## src/rtl/led_blink_bank.sv

```systemverilog
// Multi-channel LED pattern generator (OFF/ON/BLINK/BURST per channel) driven by one shared prescaler tick.
// LEDG registered, 1 cycle after a mode change; no backpressure, outputs free-run.
module led_blink_bank #(
  parameter int CLK_HZ   = 50_000_000,
  parameter int TICK_HZ  = 1000,
  parameter int N_CH     = 8,
  parameter int PER_W    = 16,
  parameter int BURST_W  = 4,
  parameter int PAUSE_HP = 4
) (
  input  logic                    CLOCK_50,
  input  logic                    RESET,
  input  logic [2*N_CH-1:0]       mode,
  input  logic [PER_W*N_CH-1:0]   half_per,
  input  logic [BURST_W*N_CH-1:0] burst_cnt,
  output logic [N_CH-1:0]         LEDG,
  output logic                    tick
);
  localparam int P    = CLK_HZ / TICK_HZ;
  localparam int PS_W = (P > 1) ? $clog2(P) : 1;
  localparam int PZ_W = $clog2(PAUSE_HP + 1);
  localparam logic [PS_W-1:0] PS_LAST = PS_W'(P - 1);
  localparam logic [PZ_W-1:0] PZ_LAST = PZ_W'(PAUSE_HP - 1);

  localparam logic [1:0] M_OFF   = 2'b00;
  localparam logic [1:0] M_ON    = 2'b01;
  localparam logic [1:0] M_BLINK = 2'b10;
  localparam logic [1:0] M_BURST = 2'b11;

  typedef enum logic [1:0] {IDLE, ON_PH, OFF_PH, PAUSE} ch_state_t;

  logic [PS_W-1:0] ps_q;

  always_ff @(posedge CLOCK_50) begin
    if (RESET)                ps_q <= '0;
    else if (ps_q == PS_LAST) ps_q <= '0;
    else                      ps_q <= ps_q + PS_W'(1);
  end

  assign tick = (ps_q == PS_LAST);

  for (genvar c = 0; c < N_CH; c++) begin : g_ch
    logic [1:0]         md, mode_q, mode_d;
    logic [PER_W-1:0]   hp_in, hp_eff, hp_l, hp_d, cnt_q, cnt_d;
    logic [BURST_W-1:0] bc_in, bc_l, bc_d, pc_q, pc_d;
    logic [PZ_W-1:0]    pz_q, pz_d;
    logic               led_q, led_d, phase_end;
    ch_state_t          st_q, st_d;

    assign md        = mode[2*c +: 2];
    assign hp_in     = half_per[PER_W*c +: PER_W];
    assign bc_in     = burst_cnt[BURST_W*c +: BURST_W];
    assign hp_eff    = (hp_in == '0) ? PER_W'(1) : hp_in;
    assign phase_end = tick && (st_q != IDLE) && (cnt_q == hp_l - PER_W'(1));

    always_ff @(posedge CLOCK_50) begin
      if (RESET) begin
        st_q   <= IDLE;
        mode_q <= M_OFF;
        cnt_q  <= '0;
        hp_l   <= '0;
        bc_l   <= '0;
        pc_q   <= '0;
        pz_q   <= '0;
        led_q  <= 1'b0;
      end else begin
        st_q   <= st_d;
        mode_q <= mode_d;
        cnt_q  <= cnt_d;
        hp_l   <= hp_d;
        bc_l   <= bc_d;
        pc_q   <= pc_d;
        pz_q   <= pz_d;
        led_q  <= led_d;
      end
    end

    // A mode change restarts the channel and swallows any tick on the same edge.
    always_comb begin
      st_d   = st_q;
      mode_d = mode_q;
      cnt_d  = cnt_q;
      hp_d   = hp_l;
      bc_d   = bc_l;
      pc_d   = pc_q;
      pz_d   = pz_q;
      if (md != mode_q) begin
        mode_d = md;
        cnt_d  = '0;
        hp_d   = hp_eff;
        bc_d   = bc_in;
        pc_d   = '0;
        pz_d   = '0;
        case (md)
          M_BLINK: st_d = ON_PH;
          M_BURST: st_d = (bc_in == '0) ? PAUSE : ON_PH;
          default: st_d = IDLE;
        endcase
      end else if (phase_end) begin
        cnt_d = '0;
        hp_d  = hp_eff;
        case (st_q)
          ON_PH: begin
            st_d = OFF_PH;
            if (mode_q == M_BURST) pc_d = pc_q + BURST_W'(1);
          end
          OFF_PH: begin
            if (mode_q == M_BURST && pc_q == bc_l) begin
              st_d = PAUSE;
              pc_d = '0;
            end else begin
              st_d = ON_PH;
            end
          end
          PAUSE: begin
            // A zero burst count keeps the channel parked here, re-checking each pause.
            if (pz_q == PZ_LAST) begin
              pz_d = '0;
              bc_d = bc_in;
              st_d = (bc_in == '0) ? PAUSE : ON_PH;
            end else begin
              pz_d = pz_q + PZ_W'(1);
            end
          end
          default: st_d = st_q;
        endcase
      end else if (tick && st_q != IDLE) begin
        cnt_d = cnt_q + PER_W'(1);
      end
      led_d = (st_d == ON_PH) || (st_d == IDLE && mode_d == M_ON);
    end

    assign LEDG[c] = led_q;
  end

endmodule

```

## config.mk

```make
export PLATFORM = sky130hd
export DESIGN_NAME = led_blink_bank
export DESIGN_NICKNAME = d
export VERILOG_FILES = /design/src/rtl/led_blink_bank.sv
export SDC_FILE = /design/constraint.sdc
export NUM_CORES = 1
export LEC_CHECK = 0
export ABC_AREA = 0
export CORE_ASPECT_RATIO = 1.75
export CORE_MARGIN = 1
export CORE_UTILIZATION = 50
export DETAILED_ROUTE_END_ITERATION = 7
export PLACE_DENSITY = 0.72
export SETUP_SLACK_MARGIN = 0.5
export SKIP_LAST_GASP = 1
export SYNTH_ARGS = -nofsm -noshare
export SYNTH_HDL_FRONTEND = slang
export SYNTH_SLANG_ARGS = --single-unit
export TNS_END_PERCENT = 10
```

## constraint.sdc

```tcl
create_clock -name CLOCK_50 -period 3 [get_ports CLOCK_50]
set_input_delay 0.6 -clock CLOCK_50 [delete_from_list [all_inputs] [get_ports CLOCK_50]]
set_output_delay 0.6 -clock CLOCK_50 [all_outputs]
set_load 0.02 [all_outputs]
```

==> metrics.md, run 1 <==
| Metric | Value |
|---|---|
| Status | `finished with violations` |
| Failing checks | `setup timing` |
| Final Setup Violations | `55` |
| Flop pwr share | `0.420` |
| Worst-Skew Late Latency | `0.54 ns` |
| Placer Congestion | `0.9094` |
| DPL Wire Length | `44.30 mm` |
| Pwr per Cell Area | `476.9 nW/µm²` |
| First-pass GRT wire length | `99.01 mm` |
| Vias in the first global route | `21,670` |
| CP Capture Type | `flip-flop` |
| Worst hold path class | `reg2reg` |
| Critical register-to-register path startpoint | `g_ch[3].hp_l[8]` |
| Sequential Area | `8038 µm²` |
| Total global-route track usage | `0.2601` |
| Final Util | `0.6501` |
| CP arrival | `3.50 ns` |
| YS warnings | `0` |
| Worst slew pin tran | `0.9253 ns` |
| Tcrit/Tclk final | `1.039` |
| Synth async-reset ratio | `0` |
| DRC violations left | `0` |
| Cell count after placement | `3,560` |
| Post-Route WL | `60.47 mm` |
| Final Hold Viols | `0` |
| Syn nets | `2,941` |
| ANT nets after route | `0` |
| Die W | `161.7 µm` |
| WL/cell | `16.44 µm` |
| PortBufs | `186` |
| Fillcell total | `3,749` |
| Critical Path Source | `g_ch[3].hp_l[8]` |
| Final Max Tran Viols | `0` |
| Boundary pin count | `187` |
| Initial antenna violation count | `0` |
| Diode count | `0` |
| Layout Cells excl Fill | `3,678` |
| Hold-fix buffers, CTS | `0` |
| Layout area overhead | `28.61%` |
| Final min period | `3.116 ns` |
| Required time of the critical path | `3.38 ns` |
| Clock Tree Root | `clkbuf_16` |
| Mean post-synth cell area | `8.187 µm²` |
| RSZ-0062 raised after global routing | `yes` |
| Static Leak | `10.72 nW` |
| Unique cell type count in the Yosys netlist | `100` |
| Clock Power Share | `0.385` |
| CTS sink count | `400` |
| Clock transition at path regs | `0.06 ns` |
| Int Pwr | `0.009948 W` |
| Clk_skew | `0.01599 ns` |
| Hold Startpoint | `ps_q[0]` |
| Netlist Area Pre-Place | `22,320 µm²` |
| Syn Inst Count | `2,726` |
| Via density per instance | `5.719` |
| EDFF count, synth | `0` |
| Largest net degree at the start of global routing | `176` |
| Yosys reg bits | `400` |
| Rows | `102` |
| Die height | `281.5 µm` |
| CTS buffer count | `40` |
| Share of layout cells above drive strength 1 | `0.1681` |
| Net Sw Frac | `0.2734` |
| Setup WS post-layout | `-0.1155 ns` |
| Final nets | `3,291` |
| Psw | `0.003743 W` |
| Vias after detailed routing | `21,030` |
| First DRT Iteration DRCs | `1,092` |
| Pre-Repair DR Iteration Count | `5` |
| WS Path Type | `reg2reg` |
| Final TNS setup | `-2.822 ns` |
| Number of H-tree levels | `2` |
| Die area | `45,520 µm²` |
| Core area | `44,160 µm²` |
| Crit start category | `flip-flop` |
| TritonCTS clock tree | `yes` |
| Multi-input logic area | `14,400 µm²` |
| CTS Buffer Depth | `3` |
| Place WS | `-0.2658 ns` |
| Comb pwr share | `0.195` |
| Ys flop type | `dfxtp_1` |
| Maximum vdd ir drop | `0.0005363 V` |
| CP max FO | `5` |
| Sequential fraction of the synthesis area | `0.3588` |
| Max_cap viols | `0` |
| Hold_ws | `0.4213 ns` |
| Slew margin rel. | `0.3831` |
| Gr ovfl total | `0` |
| Fmax | `321.0 MHz` |
| Starting Density | `0.5054` |
## worst max-delay path, stage by stage, from the launching register on
cell and delay (ns):
dfxtp_2 0.32, or4_4 0.53, or4_4 0.47, or4_4 0.49, a21oi_2 0.15, o2111a_4 0.30
a21o_4 0.18, buf_4 0.13, buf_12 0.11, mux2i_1 0.22, nor2_1 0.07
## registers in the layout (all words and copies together), names as in the netlist
| register | count |
|---|---|
| g_ch.pc_q | 32 |
| g_ch.cnt_q | 128 |
| g_ch.st_q | 16 |
| g_ch.bc_l | 32 |
| g_ch.mode_q | 16 |
| ps_q | 16 |
| g_ch.hp_l | 128 |
| g_ch.pz_q | 24 |
| g_ch.led_q | 8 |
## cell type report
class | count | area share
clock buffers | 53 | 0.04080
clock inverters | 19 | 0.007454
inverters | 57 | 0.007454
multi-input cells | 2148 | 0.5015
flip-flops and latches | 400 | 0.2800
well taps | 572 | 0.02493
repair buffers | 429 | 0.1379
## path summary, 6_finish.rpt
check / end / slack (ns) / cells past startpoint
min: ps_q[0] / 0.42 / 1
min reg2reg: ps_q[0] / 0.42 / 1
max reg2reg: g_ch[3].hp_l[8] / -0.12 / 10
max: g_ch[3].hp_l[8] / -0.12 / 10
## stage by stage
stage | total power [W] | instance area [µm²]
global placement | 0.008221 | 26180
finish | 0.01369 | 28710
detailed placement | 0.008281 | 26180
floorplan | 0.007327 | 22580
global route | 0.01428 | 28710
CTS | 0.01369 | 28100
## placed cells by master, fill, tap and decap left out, drive strengths merged, types with 9 or more instances in the layout
master and count:
nor4 79, xor2 146, nor3 76, buf 244, and4 11, a21boi 11, and3 35, mux2i 110
nand4 68, or4 30, or4b 12, o31ai 21, xnor2 174, nor2b 45, inv 58, clkinv 11
nor2 350, ha 37, and2 19, o21ai 135, nand2 249, or2 14, a31oi 19, nand3b 17
clkdlybuf4s50 184, dfxtp 400, nand3 119, or3 38, a21o 9, nand2b 20, a21oi 143, clkbuf 54
nand4b 12
## logic make-up after synthesis
group,Yosys count,synth area share
AND/OR/NAND/NOR,1223,0.2791
AO/OA/AOI/OAI,447,0.1265
flip-flops,400,0.3588
XOR/XNOR,322,0.1276
buffers and inverters,179,0.03380
multiplexers,118,0.05354
adder cells (fa/ha/maj),37,0.02074
## layer usage
metal,track usage,wire [µm]
met1,0.2566,22610
met2,0.5332,33990
met3,0.02442,1751
met4,0.1178,2119
met5,0,0
## timing repair
action,CTS,global route
gates cloned,3,2
pin swaps,26,54
buffers inserted,32,9
endpoints found under the setup margin,369,369
gates resized for setup,61,123
## cells in the mapped netlist, types with 27 or more instances
master | count | area share
a21oi_1 | 141 | 0.032
and3_1 | 33 | 0.0093
clkbuf_1 | 90 | 0.015
dfxtp_1 | 400 | 0.36
ha_1 | 37 | 0.021
inv_1 | 57 | 0.0096
mux2i_1 | 110 | 0.049
nand2_1 | 249 | 0.042
nand3_1 | 118 | 0.026
nand4_1 | 68 | 0.019
nor2_1 | 350 | 0.059
nor2b_1 | 45 | 0.013
nor3_1 | 76 | 0.017
nor4_1 | 76 | 0.021
o21ai_0 | 132 | 0.030
or3_1 | 35 | 0.0098
or4_1 | 27 | 0.0091
xnor2_1 | 174 | 0.068
xor2_1 | 146 | 0.057
## power groups by stage
stage	logic (W)	registers (W)	clock network, W
after floorplan	0.00151	0.00582	0
after global placement	0.00237	0.00585	0
after detailed placement	0.00242	0.00586	0
after CTS	0.00254	0.00574	0.00540
after global routing	0.00289	0.00578	0.00561
final	0.00267	0.00575	0.00527
(Power assumes the default switching activity.)
==> run 2, diff against run 1 <==
Settings changed: PLACE_DENSITY 0.72 to 0.79.
==> metrics.md, run 2 (synthesized netlist as in run 1, its figures left out) <==
| Metric | Value |
|---|---|
| Status | `finished with violations` |
| Failing checks | `setup timing` |
| Vias after detailed routing | `21,550 (+2.5%)` |
| Worst slew pin tran | `1.058 ns (+0.1323 ns)` |
| CTS Buffer Depth | `3 (unchanged)` |
| Slew margin rel. | `0.2933 (-0.08988)` |
| TritonCTS clock tree | `yes` |
| Final Max Tran Viols | `0 (unchanged)` |
| PortBufs | `186 (unchanged)` |
| Static Leak | `10.80 nW (+0.77%)` |
| Number of H-tree levels | `2 (unchanged)` |
| Clock Tree Root | `clkbuf_16` |
| Final TNS setup | `-6.332 ns (-3.510 ns)` |
| Worst hold path class | `reg2reg` |
| Placer Congestion | `0.9503 (+4.5%)` |
| Tcrit/Tclk final | `1.073 (+0.03464)` |
| Core area | `44,160 µm² (unchanged)` |
| Post-Route WL | `63.24 mm (+4.6%)` |
| Starting Density | `0.5054 (unchanged)` |
| RR Endpoint | `g_ch[1].pz_q[1]` |
| Diode count | `0 (unchanged)` |
| Max_cap viols | `0 (unchanged)` |
| Pwr per Cell Area | `475.0 nW/µm² (-0.40%)` |
| Maximum vdd ir drop | `0.0004761 V (-11%)` |
| Worst-Skew Late Latency | `0.55 ns (about the same)` |
| Largest registers | `g_ch.cnt_q x128, g_ch.hp_l x128` |
| Most common cell after layout, fill and taps aside | `dfxtp_1` |
| Final Hold Viols | `0 (unchanged)` |
| CP Capture Type | `flip-flop` |
| Total global-route track usage | `0.2667 (+0.006512)` |
| Design area | `28,990 µm² (+1.0%)` |
| Pre-Repair DR Iteration Count | `6 (+1)` |
| Hold path endpoint | `g_ch[1].pz_q[2]` |
| Final Util | `0.6566 (+0.006517)` |
| CTS sink count | `400 (unchanged)` |
| Largest net degree at the start of global routing | `91 (-48%)` |
| Clock transition at path regs | `0.07 ns (about the same)` |
| Die W | `161.7 µm (unchanged)` |
| Vias in the first global route | `21,670 (+0.0092%)` |
| Layout area overhead | `29.90%` |
| Place WS | `-0.3171 ns (-0.05128 ns)` |
| Most frequent cells in the layout | `dfxtp_1 (381), nor2_1 (343), nand2_1 (245)` |
| Initial antenna violation count | `2 (+2)` |
| Clk_skew | `0.01443 ns (-0.001560 ns)` |
| Crit start category | `flip-flop` |
| First-pass GRT wire length | `100.5 mm (+1.6%)` |
| Fmax | `310.6 MHz (-3.2%)` |
| Die height | `281.5 µm (unchanged)` |
| R2R Setup Slk | `-0.22 ns (-0.10 ns)` |
| Rows | `102 (unchanged)` |
| Hold Startpoint | `g_ch[1].pz_q[2]` |
| Hold path cells | `2 (+1)` |
| CP arrival | `3.70 ns (+0.20 ns)` |
| CTS buffer count | `40 (unchanged)` |
| Hold-fix buffers, CTS | `0 (unchanged)` |
| DRC violations left | `0 (unchanged)` |
| First DRT Iteration DRCs | `1,269 (+16%)` |
| WS Path Type | `reg2reg` |
| Setup WS post-layout | `-0.2194 ns (-0.1039 ns)` |
| Die area | `45,520 µm² (unchanged)` |
| Hold_ws | `0.4368 ns (+0.01555 ns)` |
| Boundary pin count | `187 (unchanged)` |
| CP max FO | `6 (+1)` |
| Final nets | `3,297 (+0.18%)` |
| RSZ-0062 raised after global routing | `yes` |
| Final min period | `3.219 ns (+0.1039 ns)` |
| ANT nets after route | `0 (unchanged)` |
| WL/cell | `17.18 µm (+4.5%)` |
| Share of layout cells above drive strength 1 | `0.1730 (+0.004984)` |
| Required time of the critical path | `3.48 ns (+0.10 ns)` |
| DP Area | `26,250 µm² (+0.26%)` |
| Fillcell total | `3,536 (-5.7%)` |
| Reg2reg path depth | `10 (unchanged)` |
| DPL Wire Length | `45.74 mm (+3.3%)` |
| Critical register-to-register path startpoint | `g_ch[1].hp_l[1]` |
| Gr ovfl total | `0 (unchanged)` |
| Via density per instance | `5.855 (+2.4%)` |
| Final Setup Violations | `95 (+73%)` |
-- run 2: how the worst max path moves through the flow --
stage / slack [ns] / end / depth (start not counted) / from
floorplan: -0.13 / g_ch[1].pz_q[0] / 11 / g_ch[1].hp_l[0]
global placement: -0.22 / g_ch[1].pz_q[1] / 10 / g_ch[1].hp_l[1]
detailed placement: -0.32 / g_ch[1].pz_q[1] / 10 / g_ch[1].hp_l[0]
CTS: -0.19 / g_ch[1].pz_q[1] / 10 / g_ch[1].hp_l[1]
global route: -0.29 / g_ch[1].pz_q[1] / 10 / g_ch[1].hp_l[1]
finish: -0.22 / g_ch[1].pz_q[1] / 10 / g_ch[1].hp_l[1]
-- run 2: area by class of cell --
cell class                 count  area (µm²)  area share
timing repair buffer         436        4090      0.1411
tap                          572       715.7     0.02468
clock buffer                  57        1187     0.04095
inverter                      57       216.5    0.007466
multi-input combinational   2147       14580      0.5029
sequential                   400        8036      0.2772
clock inverter                12       166.4    0.005740
-- run 2: through the flow --
step	power (W)	instances
final	0.01377	3681
after global routing	0.01433	3681
after CTS	0.01366	3667
after detailed placement	0.008318	3569
after global placement	0.008232	3569
after floorplan	0.007327	2726
-- run 2: where the power goes --
part	switching, W	leakage, nW	total, W	internal [W]
clock network	0.00215	0.668	0.00524	0.00309
logic	0.00142	6.86	0.00277	0.00136
registers	0.000232	3.28	0.00576	0.00553
total	0.00379	10.8	0.0138	0.00998
-- run 2: layer usage --
metal  global-route usage  up-vias  part of all wire
met5                    0        -           0.00043
met4               0.1326        4             0.048
li1                     -    10400                 -
met2               0.5389      649              0.55
met3              0.03619      230             0.042
met1               0.2578    10270              0.36
-- run 2: what timing repair did --
item / 4_1_cts / 5_1_grt
cloned: 4 / 3
resized for setup: 103 / 117
setup buffers: 25 / 11
endpoints found under the setup margin: 369 / 369
pin swaps: 45 / 47
-- run 2: worst max-delay path: stages, from the launching register on --
cell and delay (ns):
dfxtp_2 0.33, inv_2 0.07, ha_4 0.13, or4b_4 0.49
or4_4 0.57, mux2_4 0.33, o21ai_2 0.06, a21oi_2 0.09
or3_4 0.44, or4_4 0.53, a21oi_2 0.13
==> run 3, diff against run 2 <==
Settings changed: CTS_BUF_LIST from default to sky130_fd_sc_hd__clkbuf_4 sky130_fd_sc_hd__clkbuf_8.
==> metrics.md, run 3 (synthesized netlist as in run 1, its figures left out) <==
| Metric | Value |
|---|---|
| CP Capture Type | `flip-flop` |
| Placer Congestion | `0.9503 (unchanged)` |
| CTS sink count | `400 (unchanged)` |
| PortBufs | `186 (unchanged)` |
| Crit start category | `flip-flop` |
| Clock Tree Root | `clkbuf_8` |
| Final Max Tran Viols | `0 (unchanged)` |
| Vias after detailed routing | `21,760 (+0.96%)` |
| First DRT Iteration DRCs | `1,196 (-5.8%)` |
| Crit path buffers/inverters | `1 (unchanged)` |
| Critical path's slowest cell | `or4_4` |
| Post-Route WL | `63.54 mm (+0.46%)` |
| Metal3 WL | `2.443 mm (-7.1%)` |
| Max_cap viols | `0 (unchanged)` |
| Worst slew pin tran | `0.8763 ns (-0.1812 ns)` |
| Setup WS post-layout | `-0.2049 ns (+0.01449 ns)` |
| Via density per instance | `5.845 (-0.18%)` |
| CTS Buffer Depth | `3 (unchanged)` |
| DRC violations left | `0 (unchanged)` |
| Pre-Repair DR Iteration Count | `8 (+2)` |
| Core area | `44,160 µm² (unchanged)` |
| Final nets | `3,324 (+0.82%)` |
| Hold-fix buffers, CTS | `0 (unchanged)` |
| Pwr per Cell Area | `463.5 nW/µm² (-2.4%)` |
| WL/cell | `17.07 µm (-0.67%)` |
| Gr ovfl total | `0 (unchanged)` |
| Slowest stage delay, CP | `0.54 ns (-0.03 ns)` |
| Fmax | `312.0 MHz (+0.45%)` |
| Fillcell total | `3,565 (+0.82%)` |
| Static Leak | `10.92 nW (+1.1%)` |
| Place WS | `-0.3171 ns (unchanged)` |
| Critical register-to-register path startpoint | `g_ch[1].hp_l[1]` |
| Most common cell after layout, fill and taps aside | `dfxtp_1` |
| Boundary pin count | `187 (unchanged)` |
| Hold path cells | `2 (unchanged)` |
| Met1 WL | `22.73 mm (+0.94%)` |
| Critical Path Source | `g_ch[1].hp_l[1]` |
| Slew margin rel. | `0.4144 (+0.1211)` |
| First-pass GRT wire length | `100.4 mm (-0.17%)` |
| Status | `finished with violations` |
| Largest registers | `g_ch.cnt_q x128, g_ch.hp_l x128` |
| Hold Startpoint | `RESET` |
| Largest net degree at the start of global routing | `91 (unchanged)` |
| CTS buffer count | `58 (+45%)` |
| Share of layout cells above drive strength 1 | `0.1924 (+0.01933)` |
| Worst hold path class | `in2reg` |
| CP arrival | `3.76 ns (+0.06 ns)` |
| Tcrit/Tclk final | `1.068 (-0.004829)` |
| Clk_skew | `0.03086 ns (+0.01643 ns)` |
| Layout area overhead | `30.81%` |
| Final Hold Viols | `0 (unchanged)` |
| ANT nets after route | `0 (unchanged)` |
| R2R Setup Slk | `-0.20 ns (about the same)` |
| Worst-Skew Late Latency | `0.64 ns (+0.09 ns)` |
| Number of H-tree levels | `2 (unchanged)` |
| RR Endpoint | `g_ch[1].pz_q[1]` |
| Most frequent cells in the layout | `dfxtp_1 (382), nor2_1 (340), nand2_1 (244)` |
| Failing checks | `setup timing` |
| Maximum vdd ir drop | `0.0005718 V (+20%)` |
| Final min period | `3.205 ns (-0.01449 ns)` |
| Die area | `45,520 µm² (unchanged)` |
| DR top layer | `met5` |
| Hold path endpoint | `g_ch[6].hp_l[2]` |
| Required time of the critical path | `3.55 ns (+0.07 ns)` |
| RSZ-0062 raised after global routing | `yes` |
| Starting Density | `0.5054 (unchanged)` |
| Vias in the first global route | `21,780 (+0.49%)` |
| Total global-route track usage | `0.2654 (-0.001238)` |
| Clock transition at path regs | `0.07 ns (about the same)` |
| Top delay family on crit path | `simple AND/OR/NAND/NOR gates` |
| Die W | `161.7 µm (unchanged)` |
| Total chip power | `0.01353 W (-1.7%)` |
| Die height | `281.5 µm (unchanged)` |
| Initial antenna violation count | `3 (+1)` |
| CP max FO | `6 (unchanged)` |
| Crit path cell chain | `inv_2 -> ha_4 -> or4b_4 -> or4_4 -> mux2_4 -> o21ai_2 -> a21oi_2 -> or3_4 -> or4_4 -> a21oi_2` |
| Rows | `102 (unchanged)` |
| TritonCTS clock tree | `yes` |
| WS Path Type | `reg2reg` |
| DPL Wire Length | `45.74 mm (unchanged)` |
| Met2 WL post-DR | `35.13 mm (+0.28%)` |
| Final Setup Violations | `74 (-22%)` |
| Reg2reg path depth | `10 (unchanged)` |
run 3: per-stage QoR:
step,instances,utilization,area (µm²),setup TNS [ns],hold slack (ns)
5_1_grt,3723,0.6612,29200,-22.21,0.3521
4_1_cts,3693,0.6375,28150,-6.259,0.3117
2_1_floorplan,2726,-,22580,-6.398,0.4069
3_5_place_dp,3569,0.5944,26250,-19.85,0.4305
6_report,3723,0.6612,29200,-7.171,0.3579
3_3_place_gp,3569,0.5944,26250,-8.962,0.4197
run 3: report_power, final:
part | internal, W | total [W] | switching (W)
Sequential | 0.00553 | 0.00576 | 0.000229
Combinational | 0.00140 | 0.00282 | 0.00143
Clock | 0.00282 | 0.00495 | 0.00213
run 3: layout make-up:
cell class	count	area, µm²	share of cell area
diodes	1	2.502	0.00008571
clock buffers	85	1082	0.03707
clock inverters	16	234.0	0.008014
inverters	57	219.0	0.007500
multi-input cells	2147	14670	0.5023
flip-flops and latches	400	8040	0.2754
well taps	572	715.7	0.02451
repair buffers	445	4237	0.1451
run 3: layer usage:
layer / vias to the layer above / track usage
met2: 606 / 0.5346
met5: - / 0
met3: 238 / 0.03457
met4: 4 / 0.1413
li1: 10470 / -
met1: 10450 / 0.2555
run 3: worst max path at each step:
stage	end	cells past startpoint
floorplan	g_ch[1].pz_q[0]	11
global placement	g_ch[1].pz_q[1]	10
detailed placement	g_ch[1].pz_q[1]	10
CTS	g_ch[1].pz_q[1]	10
global route	g_ch[0].pc_q[1]	12
finish	g_ch[1].pz_q[1]	10
run 3: what timing repair did:
item | in CTS | in global routing
gates cloned | 4 | 5
resized for setup | 91 | 162
endpoints found under the setup margin | 369 | 369
setup buffers | 19 | 24
pin swaps | 43 | 62
